`config.mk`:
```
export PLATFORM = sky130hd
export DESIGN_NAME = adc_capture_ctrl_flat
export DESIGN_NICKNAME = d
export VERILOG_FILES = /design/src/rtl/adc_capture_ctrl_pkg.sv /design/src/rtl/adc_capture_ctrl_if.sv /design/src/rtl/adc_trig_detect.sv /design/src/rtl/adc_capture_ctrl.sv /design/src/flat_wrapper.sv
export SDC_FILE = /design/constraint.sdc
export NUM_CORES = 1
export LEC_CHECK = 0
export CAP_MARGIN = 20
export CORE_ASPECT_RATIO = 1.75
export CORE_MARGIN = 5
export CORE_UTILIZATION = 49
export DETAILED_ROUTE_END_ITERATION = 16
export PLACE_DENSITY = 0.77
export SETUP_SLACK_MARGIN = 0.15
export SLEW_MARGIN = 0
export SYNTH_ARGS = -nofsm -noshare
export SYNTH_HDL_FRONTEND = slang
export SYNTH_SLANG_ARGS = --single-unit
```
`constraint.sdc`:
```
create_clock -name clk -period 2.57 [get_ports clk]
set_input_delay 0.514 -clock clk [delete_from_list [all_inputs] [get_ports clk]]
set_output_delay 0.514 -clock clk [all_outputs]
set_load 0.01 [all_outputs]
```
`src/rtl/adc_capture_ctrl_pkg.sv`:
```
// adc_capture_ctrl shared types and constants.
// State encoding, default widths and trigger slope codes.
package adc_capture_ctrl_pkg;

  localparam int DATA_W_DEF = 12;
  localparam int ADDR_W_DEF = 10;
  localparam int RATE_W_DEF = 16;

  localparam logic SLOPE_RISE = 1'b0;
  localparam logic SLOPE_FALL = 1'b1;

  typedef enum logic [2:0] {
    ST_IDLE = 3'd0,
    ST_PRE  = 3'd1,
    ST_WAIT = 3'd2,
    ST_POST = 3'd3,
    ST_DONE = 3'd4
  } state_t;

  function automatic logic is_active(state_t s);
    return s inside {ST_PRE, ST_WAIT, ST_POST};
  endfunction

endpackage

```
`src/rtl/adc_capture_ctrl_if.sv`:
```
// Frame-engine handshake and sample-buffer write port.
// master = capture controller, slave = engine/buffer side.
interface adc_capture_ctrl_if #(
  parameter int DATA_W = 12,
  parameter int ADDR_W = 10
);

  logic              adc_start;
  logic              adc_busy;
  logic              adc_valid;
  logic [DATA_W-1:0] adc_data;
  logic              wr_en;
  logic [ADDR_W-1:0] wr_addr;
  logic [DATA_W-1:0] wr_data;

  modport master (
    output adc_start,
    input  adc_busy,
    input  adc_valid,
    input  adc_data,
    output wr_en,
    output wr_addr,
    output wr_data
  );

  modport slave (
    input  adc_start,
    output adc_busy,
    output adc_valid,
    output adc_data,
    input  wr_en,
    input  wr_addr,
    input  wr_data
  );

endinterface

```
`src/rtl/adc_trig_detect.sv`:
```
// Level/slope crossing detector on the returned sample stream.
// Keeps the previous sample; hit is combinational on the current one.
module adc_trig_detect
  import adc_capture_ctrl_pkg::*;
#(
  parameter int DATA_W = DATA_W_DEF
) (
  input  logic              clk,
  input  logic              rst_n,
  input  logic              clr,
  input  logic              en,
  input  logic [DATA_W-1:0] sample,
  input  logic [DATA_W-1:0] level,
  input  logic              slope,
  output logic              hit
);

  logic [DATA_W-1:0] prev;
  logic              pv;

  // Remember the last accepted sample; arm forgets it.
  always_ff @(posedge clk or negedge rst_n) begin
    if (!rst_n) begin
      prev <= '0;
      pv   <= 1'b0;
    end else if (clr) begin
      pv   <= 1'b0;
    end else if (en) begin
      prev <= sample;
      pv   <= 1'b1;
    end
  end

  // Crossing needs a previous sample on the other side of level.
  always_comb begin
    hit = 1'b0;
    if (pv) begin
      unique case (slope)
        SLOPE_RISE: hit = (prev < level) && (level <= sample);
        SLOPE_FALL: hit = (prev > level) && (level >= sample);
        default:    hit = 1'b0;
      endcase
    end
  end

endmodule

```
`src/rtl/adc_capture_ctrl.sv`:
```
// Oscilloscope capture sequencer: paces ADC frames, triggers, fills ring.
// Define ADC_CAPTURE_AUTO_TRIG_EN to force a trigger after DEPTH waits.
module adc_capture_ctrl
  import adc_capture_ctrl_pkg::*;
#(
  parameter int DATA_W = DATA_W_DEF,
  parameter int ADDR_W = ADDR_W_DEF,
  parameter int RATE_W = RATE_W_DEF
) (
  input  logic              clk,
  input  logic              rst_n,
  input  logic              arm,
  input  logic [RATE_W-1:0] rate_div,
  input  logic [DATA_W-1:0] trig_level,
  input  logic              trig_slope,
  input  logic [ADDR_W-1:0] pretrig,
  adc_capture_ctrl_if.master bus,
  output logic [ADDR_W-1:0] trig_addr,
  output logic              capture_done,
  output logic              overrun
);

  state_t            state;
  logic [RATE_W-1:0] rate_q;
  logic [RATE_W-1:0] rcnt;
  logic [DATA_W-1:0] level_q;
  logic              slope_q;
  logic [ADDR_W-1:0] pre_q;
  logic [ADDR_W-1:0] ptr;
  logic [ADDR_W-1:0] post_need;
  logic [ADDR_W:0]   cnt;
  logic [ADDR_W:0]   nxt_cnt;
  logic              active;
  logic              take_arm;
  logic              tick;
  logic              vld;
  logic              hit;
  logic              force_trig;
  logic              trig;

  assign active    = is_active(state);
  assign take_arm  = arm &&
                     (state == ST_IDLE || state == ST_DONE);
  assign tick      = active && (rcnt == rate_q);
  assign vld       = active && bus.adc_valid;
  assign nxt_cnt   = cnt + 1'b1;
  // pretrig's width already caps it at DEPTH-1,
  // so ~pre_q is DEPTH-1-pretrig without underflow.
  assign post_need = ~pre_q;

`ifdef ADC_CAPTURE_AUTO_TRIG_EN
  localparam logic [ADDR_W:0] DEPTH_C =
    {1'b1, {ADDR_W{1'b0}}};
  assign force_trig = (nxt_cnt == DEPTH_C);
`else
  assign force_trig = 1'b0;
`endif

  assign trig = hit || force_trig;

  adc_trig_detect #(
    .DATA_W (DATA_W)
  ) u_det (
    .clk    (clk),
    .rst_n  (rst_n),
    .clr    (take_arm),
    .en     (vld),
    .sample (bus.adc_data),
    .level  (level_q),
    .slope  (slope_q),
    .hit    (hit)
  );

  // Capture FSM, rate counter and registered bus outputs.
  always_ff @(posedge clk or negedge rst_n) begin
    if (!rst_n) begin
      state         <= ST_IDLE;
      rate_q        <= '0;
      rcnt          <= '0;
      level_q       <= '0;
      slope_q       <= SLOPE_RISE;
      pre_q         <= '0;
      ptr           <= '0;
      cnt           <= '0;
      bus.adc_start <= 1'b0;
      bus.wr_en     <= 1'b0;
      bus.wr_addr   <= '0;
      bus.wr_data   <= '0;
      trig_addr     <= '0;
      capture_done  <= 1'b0;
      overrun       <= 1'b0;
    end else begin
      bus.adc_start <= 1'b0;
      bus.wr_en     <= 1'b0;
      if (take_arm) begin
        rate_q       <= rate_div;
        level_q      <= trig_level;
        slope_q      <= trig_slope;
        pre_q        <= pretrig;
        rcnt         <= '0;
        ptr          <= '0;
        cnt          <= '0;
        bus.wr_addr  <= '0;
        capture_done <= 1'b0;
        overrun      <= 1'b0;
        state        <= (pretrig == '0) ? ST_WAIT : ST_PRE;
      end else begin
        if (active) begin
          rcnt <= tick ? '0 : rcnt + 1'b1;
          if (tick) begin
            if (bus.adc_busy) overrun <= 1'b1;
            else bus.adc_start <= 1'b1;
          end
        end
        if (vld) begin
          bus.wr_en   <= 1'b1;
          bus.wr_data <= bus.adc_data;
          bus.wr_addr <= ptr;
          ptr         <= ptr + 1'b1;
        end
        unique case (state)
          ST_IDLE: ;
          ST_PRE: begin
            if (vld) begin
              if (nxt_cnt == {1'b0, pre_q}) begin
                cnt   <= '0;
                state <= ST_WAIT;
              end else begin
                cnt <= nxt_cnt;
              end
            end
          end
          ST_WAIT: begin
            if (vld) begin
              if (trig) begin
                trig_addr <= ptr;
                cnt       <= '0;
                state     <= (post_need == '0) ? ST_DONE : ST_POST;
              end else begin
                cnt <= nxt_cnt;
              end
            end
          end
          ST_POST: begin
            if (vld) begin
              if (nxt_cnt == {1'b0, post_need}) begin
                cnt   <= '0;
                state <= ST_DONE;
              end else begin
                cnt <= nxt_cnt;
              end
            end
          end
          ST_DONE: capture_done <= 1'b1;
          default: state <= ST_IDLE;
        endcase
      end
    end
  end

endmodule
```
`src/flat_wrapper.sv`:
```
// flat-port wrapper written by rule: the top's interface ports become plain ports
module adc_capture_ctrl_flat import adc_capture_ctrl_pkg::*;
#(
  parameter int DATA_W = DATA_W_DEF,
  parameter int ADDR_W = ADDR_W_DEF,
  parameter int RATE_W = RATE_W_DEF
)
  (clk, rst_n, arm, rate_div, trig_level, trig_slope, pretrig, trig_addr, capture_done, overrun, bus_adc_start, bus_adc_busy, bus_adc_valid, bus_adc_data, bus_wr_en, bus_wr_addr, bus_wr_data);
  adc_capture_ctrl_if #(.DATA_W(DATA_W), .ADDR_W(ADDR_W)) bus_i ();
  input  logic clk;
  input  logic rst_n;
  input  logic arm;
  input  logic [RATE_W-1:0] rate_div;
  input  logic [DATA_W-1:0] trig_level;
  input  logic trig_slope;
  input  logic [ADDR_W-1:0] pretrig;
  output logic [ADDR_W-1:0] trig_addr;
  output logic capture_done;
  output logic overrun;
  output wire logic [$bits(bus_i.adc_start)-1:0] bus_adc_start;
  input wire logic [$bits(bus_i.adc_busy)-1:0] bus_adc_busy;
  input wire logic [$bits(bus_i.adc_valid)-1:0] bus_adc_valid;
  input wire logic [$bits(bus_i.adc_data)-1:0] bus_adc_data;
  output wire logic [$bits(bus_i.wr_en)-1:0] bus_wr_en;
  output wire logic [$bits(bus_i.wr_addr)-1:0] bus_wr_addr;
  output wire logic [$bits(bus_i.wr_data)-1:0] bus_wr_data;
  assign bus_adc_start = bus_i.adc_start;
  assign bus_i.adc_busy = bus_adc_busy;
  assign bus_i.adc_valid = bus_adc_valid;
  assign bus_i.adc_data = bus_adc_data;
  assign bus_wr_en = bus_i.wr_en;
  assign bus_wr_addr = bus_i.wr_addr;
  assign bus_wr_data = bus_i.wr_data;
  adc_capture_ctrl #(.DATA_W(DATA_W), .ADDR_W(ADDR_W), .RATE_W(RATE_W)) u_core (.clk(clk), .rst_n(rst_n), .arm(arm), .rate_div(rate_div), .trig_level(trig_level), .trig_slope(trig_slope), .pretrig(pretrig), .bus(bus_i), .trig_addr(trig_addr), .capture_done(capture_done), .overrun(overrun));
endmodule
```
Yosys cells after proc, flatten, opt, wreduce, memory -nomap -nowiden
Index checks and enable logic that the tools add are counted.

Flip-flop bits (word level): 116. Input bits: 56. Output and inout port bits: 36. Logic and storage cells: 103.

Add/subtract/negate cells: 3. $lt $le $gt $ge: 4. Eq/ne operators: 14. Muxes and demuxes: 41. Bitwise operators: 3. Reduce and logical (&&, ||, !) cells: 22.

Operators with widths (number): 11-bit 2-to-1 mux (7); 16-bit 2-to-1 mux (3); 10-bit 2-to-1 mux (4); 11-bit case mux with 3 select lines (1); 3-bit 2-to-1 mux (8); 11-bit by 10-bit equality test with 1-bit output (2); 10-bit zero test (2); 16-bit by 1-bit adder with 16-bit output (second input constant) (1); 16-bit equality test (1); 1-bit 2-to-1 mux (15); 3-bit by 2-bit inequality test with 1-bit output (second input constant) (5); 12-bit >= comparator (1); 12-bit greater-than comparator (1); 12-bit less-or-equal comparator (1); 12-bit < comparator (1); 3-bit case mux with 4 select lines (1); 11-bit by 1-bit adder with 11-bit output (second input constant) (1); 10-bit by 1-bit adder with 10-bit output (second input constant) (1); 10-bit NOT (1); 2-bit nonzero test (5); 4-bit AND reduction (2); 7-bit AND reduction (1); 3-bit by 2-bit equality test with 1-bit output (second input constant) (2); 1-bit logical AND (5); 14 further kinds (15).

Logic depth before layout (Yosys ltp)
Word-level depth: 8. Mapped depth: 11. Mapped depth without buffers: 10.

Modules after synthesis
From an unflattened synthesis, not the netlist that was laid out.

Cell total of the unflattened synthesis: 758. Area, all modules: 6687.7 um^2.

Modules (own cells, without submodules): adc_capture_ctrl (instances 1, cells an instance 634, area each 5597.9 um^2, seq. area each 2877.8 um^2); adc_trig_detect (instances 1, cells an instance 124, area each 1089.8 um^2, seq. area each 325.3 um^2).

Least setup slack after synthesis
No wires, ideal clock.

Path kind: reg2reg. Start point: register u_core.bus.wr_data[9] (netlist name). End point: register u_core.cnt[4]. Setup time: 0.118 ns. Arrival time: 2.493 ns. Data required time: 2.452 ns. Setup slack: -0.041 ns. Stages on the path, launching flop included: 11. Buffers on the path: 1. Period minus slack after synthesis: 2.611 ns. Cell sequence: dfrtp_1 ha_1 a21o_1 a21o_1 a21o_1 or4_1 o32a_1 a31oi_4 buf_6 o22ai_2 a21o_1.

RTL lines: end signal: assignment (RTL line adc_capture_ctrl.sv:129) `cnt <= nxt_cnt;`; end signal: assignment (RTL line adc_capture_ctrl.sv:140) `cnt <= nxt_cnt;`; end signal: assignment (RTL line adc_capture_ctrl.sv:150) `cnt <= nxt_cnt;`; end: declaration (RTL line adc_capture_ctrl.sv:31) `logic [ADDR_W:0] cnt;`.

==> key figures <==
Synth
  • Synth Area per Inst: 9.05 um2
  • Synth Register Bits: 116
  • Simple-Gate Fraction of Synth Area: 21.9%
  • Synth unique cells: 58
  • Post-synth EDFFs: 0
  • Area share of fa/ha/maj cells after synthesis: 5.55%
  • Synth Area in Compound Gates: 12.0%
  • Mapped Nets: 756
  • Post-synthesis mux area share: 1.66%
  • Cells after Synth: 673
  • Post-synth ARST share: 100%
  • Largest family of logic cells by synthesized area: simple AND/OR/NAND/NOR gates
  • Yosys Warn Count: 0
  • XOR/XNOR Fraction of Synth Area: 6.91%
  • Top_reg_cell synth: dfrtp_1
  • Post-Synthesis Cell Area: 6090 um2
  • Seq/Total Area, Yosys: 47.7%

Critical path
  • R2R Path Start: u_core.bus.wr_data[11]$_DFFE_PN0P_
  • R2R depth: 10
  • Critical path capture point type: register
  • Worst EP arrival: 3150 ps
  • FF-to-FF setup slack: -280 ps
  • Crit path kind: register to register
  • Startpoint Class: register
  • Crit-path max FO: 6
  • Worst r2r dst: u_core.trig_addr[1]$_DFFE_PN0P_
  • WP data required: 2870 ps

STA
  • RSZ-0062 raised after global routing: yes
  • Final Hold Viols: 0
  • Max_slew headroom: 51.8%
  • Worst hold slack: 111 ps
  • Fmax: 351 MHz
  • Setup Viol. Count Final: 24
  • Final worst path period share: 111%
  • Setup ws final: -282 ps
  • Worst-Margin Slew: 721 ps
  • Minimum clock period: 2850 ps
  • Slew Viols, Final: 0
  • Setup Skew: 14.6 ps

Finish
  • Final Non-Filler Cells: 1010
  • Most frequent cells in the layout: nand2_1 (162), dfrtp_1 (116), clkdlybuf4s50_1 (84)
  • Share of post-route cells with drive strength above 1: 20.3%
  • Number of diodes: 0
  • Most common cell after layout, fill and taps aside: nand2_1
  • Nets: 913
  • Area delta synth->final: 42.3%
  • Sequential cell area: 2900 um2
  • Fillers: 884
  • Fin area: 8660 um2
  • Multi-input gate area: 3250 um2
  • Final core occ: 70.1%

Global route
  • Vias in the first global route: 5845
  • Global-route wire length before repair: 27900 um
  • Gr usage total: 24.4%
  • Initial antenna violation count: 0
  • Pin count of the biggest net entering global routing: 54
  • Remaining Overflow, GRT: 0

Drt
  • DR pass1 iterations: 5
  • Routed len/inst: 18.1 um
  • DRC Markers: 0
  • DR iter-0 viols: 321
  • Vias: 5606
  • Final wirelength: 18300 um
  • Post-DRT Antenna Nets: 0
  • Vias per cell: 5.55

Status
  • Outcome: finished with violations
  • Failing checks: negative setup slack

Placed design
  • DP Wirelength: 12200 um
  • Final GP Congestion: 0.980
  • Quantity of I/O buffers inserted on ports: 91
  • Post-Place Setup Slack: -568 ps
  • Placed cell areas: 7550 um2
  • DP Cell Count: 957

Floorplan
  • Initial cell density of the core: 49.2%
  • CORE AREA: 12400 um2
  • Placement Rows: 54
  • # IOs: 92
  • Die area: 14800 um2
  • Die height: 157 um
  • Die Width: 94.3 um

CTS
  • Clock transition at path regs: 60 ps
  • CTS H-tree lvls: 4
  • Clock sinks: 116
  • Clock Latency Late Sink: 420 ps
  • Clock tree buffer depth: 2
  • CTS Buf Count: 17
  • CTS tree: built
  • Clk root buf: clkbuf_16
  • Hold Buf Count CTS: 0

Power and ir drop
  • P_leak: 4.09 nW
  • Pwr Density: 1090 nW/um2
  • Peak supply drop: 0.619 mV

Worst hold path
  • Worst hold path class: input pin to asynchronous set/reset pin

Job
  • Max-cap viol count: 0
flip-flops by register name (all words and copies together), names as in the netlist, 3 cells and up:
name	cells
u_core.pre_q	10
u_core.rcnt	16
u_core.state	3
u_core.bus.wr_addr	10
u_core.ptr	10
u_core.cnt	11
u_core.rate_q	16
u_core.bus.wr_data	12
u_core.trig_addr	10
u_core.level_q	12
worst max-delay path by stage:
| stage | cells after the start | startpoint | slack, ps | endpoint |
|---|---|---|---|---|
| floorplan | 10 | u_core.bus.wr_data[1]$_DFFE_PN0P_ | 50 | u_core.cnt[4]$_DFFE_PN0P_ |
| global placement | 12 | bus_adc_data[5] | -490 | u_core.cnt[3]$_DFFE_PN0P_ |
| detailed placement | 12 | bus_adc_data[1] | -570 | u_core.cnt[9]$_DFFE_PN0P_ |
| CTS | 10 | u_core.bus.wr_data[9]$_DFFE_PN0P_ | -110 | u_core.cnt[3]$_DFFE_PN0P_ |
| global route | 11 | u_core.level_q[9]$_DFFE_PN0P_ | -280 | u_core.trig_addr[1]$_DFFE_PN0P_ |
| finish | 10 | u_core.bus.wr_data[11]$_DFFE_PN0P_ | -280 | u_core.trig_addr[1]$_DFFE_PN0P_ |
cells by family after synthesis:
group / after synthesis
compound gates: 112
xor+xnor: 48
fa+ha+maj: 27
buf+inv: 64
flops: 116
mux: 9
simple gates: 297
power by group:
part	total [mW]	switching, mW	internal (mW)
sequential	2.95	0.551	2.40
clock	2.30	0.901	1.39
combinational	4.22	2.18	2.04
layout make-up:
type,count,share of cell area (%)
inverters,32,1.39
repair buffers,170,18.5
well taps,168,2.43
multi-input cells,493,37.6
flip-flops and latches,116,33.5
clock buffers,19,5.23
clock inverters,12,1.40
cells in the mapped netlist (all sizes together) (2+ instances only):
| master | number | area (um2) |
|---|---|---|
| nand2 | 166 | 623 |
| dfrtp | 116 | 2900 |
| o21ai | 44 | 220 |
| nor2 | 38 | 143 |
| inv | 32 | 120 |
| ha | 27 | 338 |
| xnor2 | 26 | 228 |
| nand3 | 25 | 125 |
| xor2 | 22 | 193 |
| nand4 | 21 | 131 |
| a21oi | 20 | 100 |
| clkbuf | 20 | 75.1 |
| buf | 12 | 66.3 |
| and3 | 11 | 70.1 |
| a21o | 9 | 67.6 |
| mux2 | 9 | 101 |
| nor3 | 9 | 45.0 |
| or3 | 8 | 50.1 |
| a31oi | 7 | 58.8 |
| nor2b | 4 | 25.0 |
| nor4 | 4 | 40.0 |
| a211oi | 3 | 22.5 |
| o31a | 3 | 26.3 |
| a32oi | 2 | 17.5 |
| a41oi | 2 | 17.5 |
| and2 | 2 | 12.5 |
| and4 | 2 | 17.5 |
| nand2b | 2 | 12.5 |
| o21a | 2 | 15.0 |
| o22ai | 2 | 18.8 |
| o31ai | 2 | 15.0 |
| o32a | 2 | 20.0 |
critical path, cell delays in order, from the launching register on:
cell and delay (ps):
dfrtp_1 410, ha_4 290, nand4_1 190, or3_4 420
a21oi_4 190, nor3_4 70, buf_4 160, o32ai_4 380
nand2_4 130, buf_12 170, mux2_4 300
per-layer routing:
| layer | vias up | wire length [um] | GRT usage [%] |
|---|---|---|---|
| met5 | - | 0 | 0 |
| met4 | 0 | 1170 | 13.0 |
| met3 | 84 | 874 | 5.79 |
| met2 | 212 | 9920 | 45.9 |
| met1 | 2686 | 6330 | 24.2 |
| li1 | 2624 | - | - |
through the flow:
step / setup TNS, ps / power, mW
after global placement: -9330 / 6.19
after detailed placement: -11010 / 6.36
after floorplan: 0 / 4.89
after global routing: -5750 / 10.0
final: -5350 / 9.46
after CTS: -1030 / 9.08
timing repair:
| item | CTS | global route |
|---|---|---|
| buffers inserted | 15 | 5 |
| setup endpoints to repair | 23 | 27 |
| gates cloned | 1 | 1 |
| gates resized for setup | 53 | 29 |
| pin swaps | 8 | 14 |
Power figures use the tool's default switching activity.
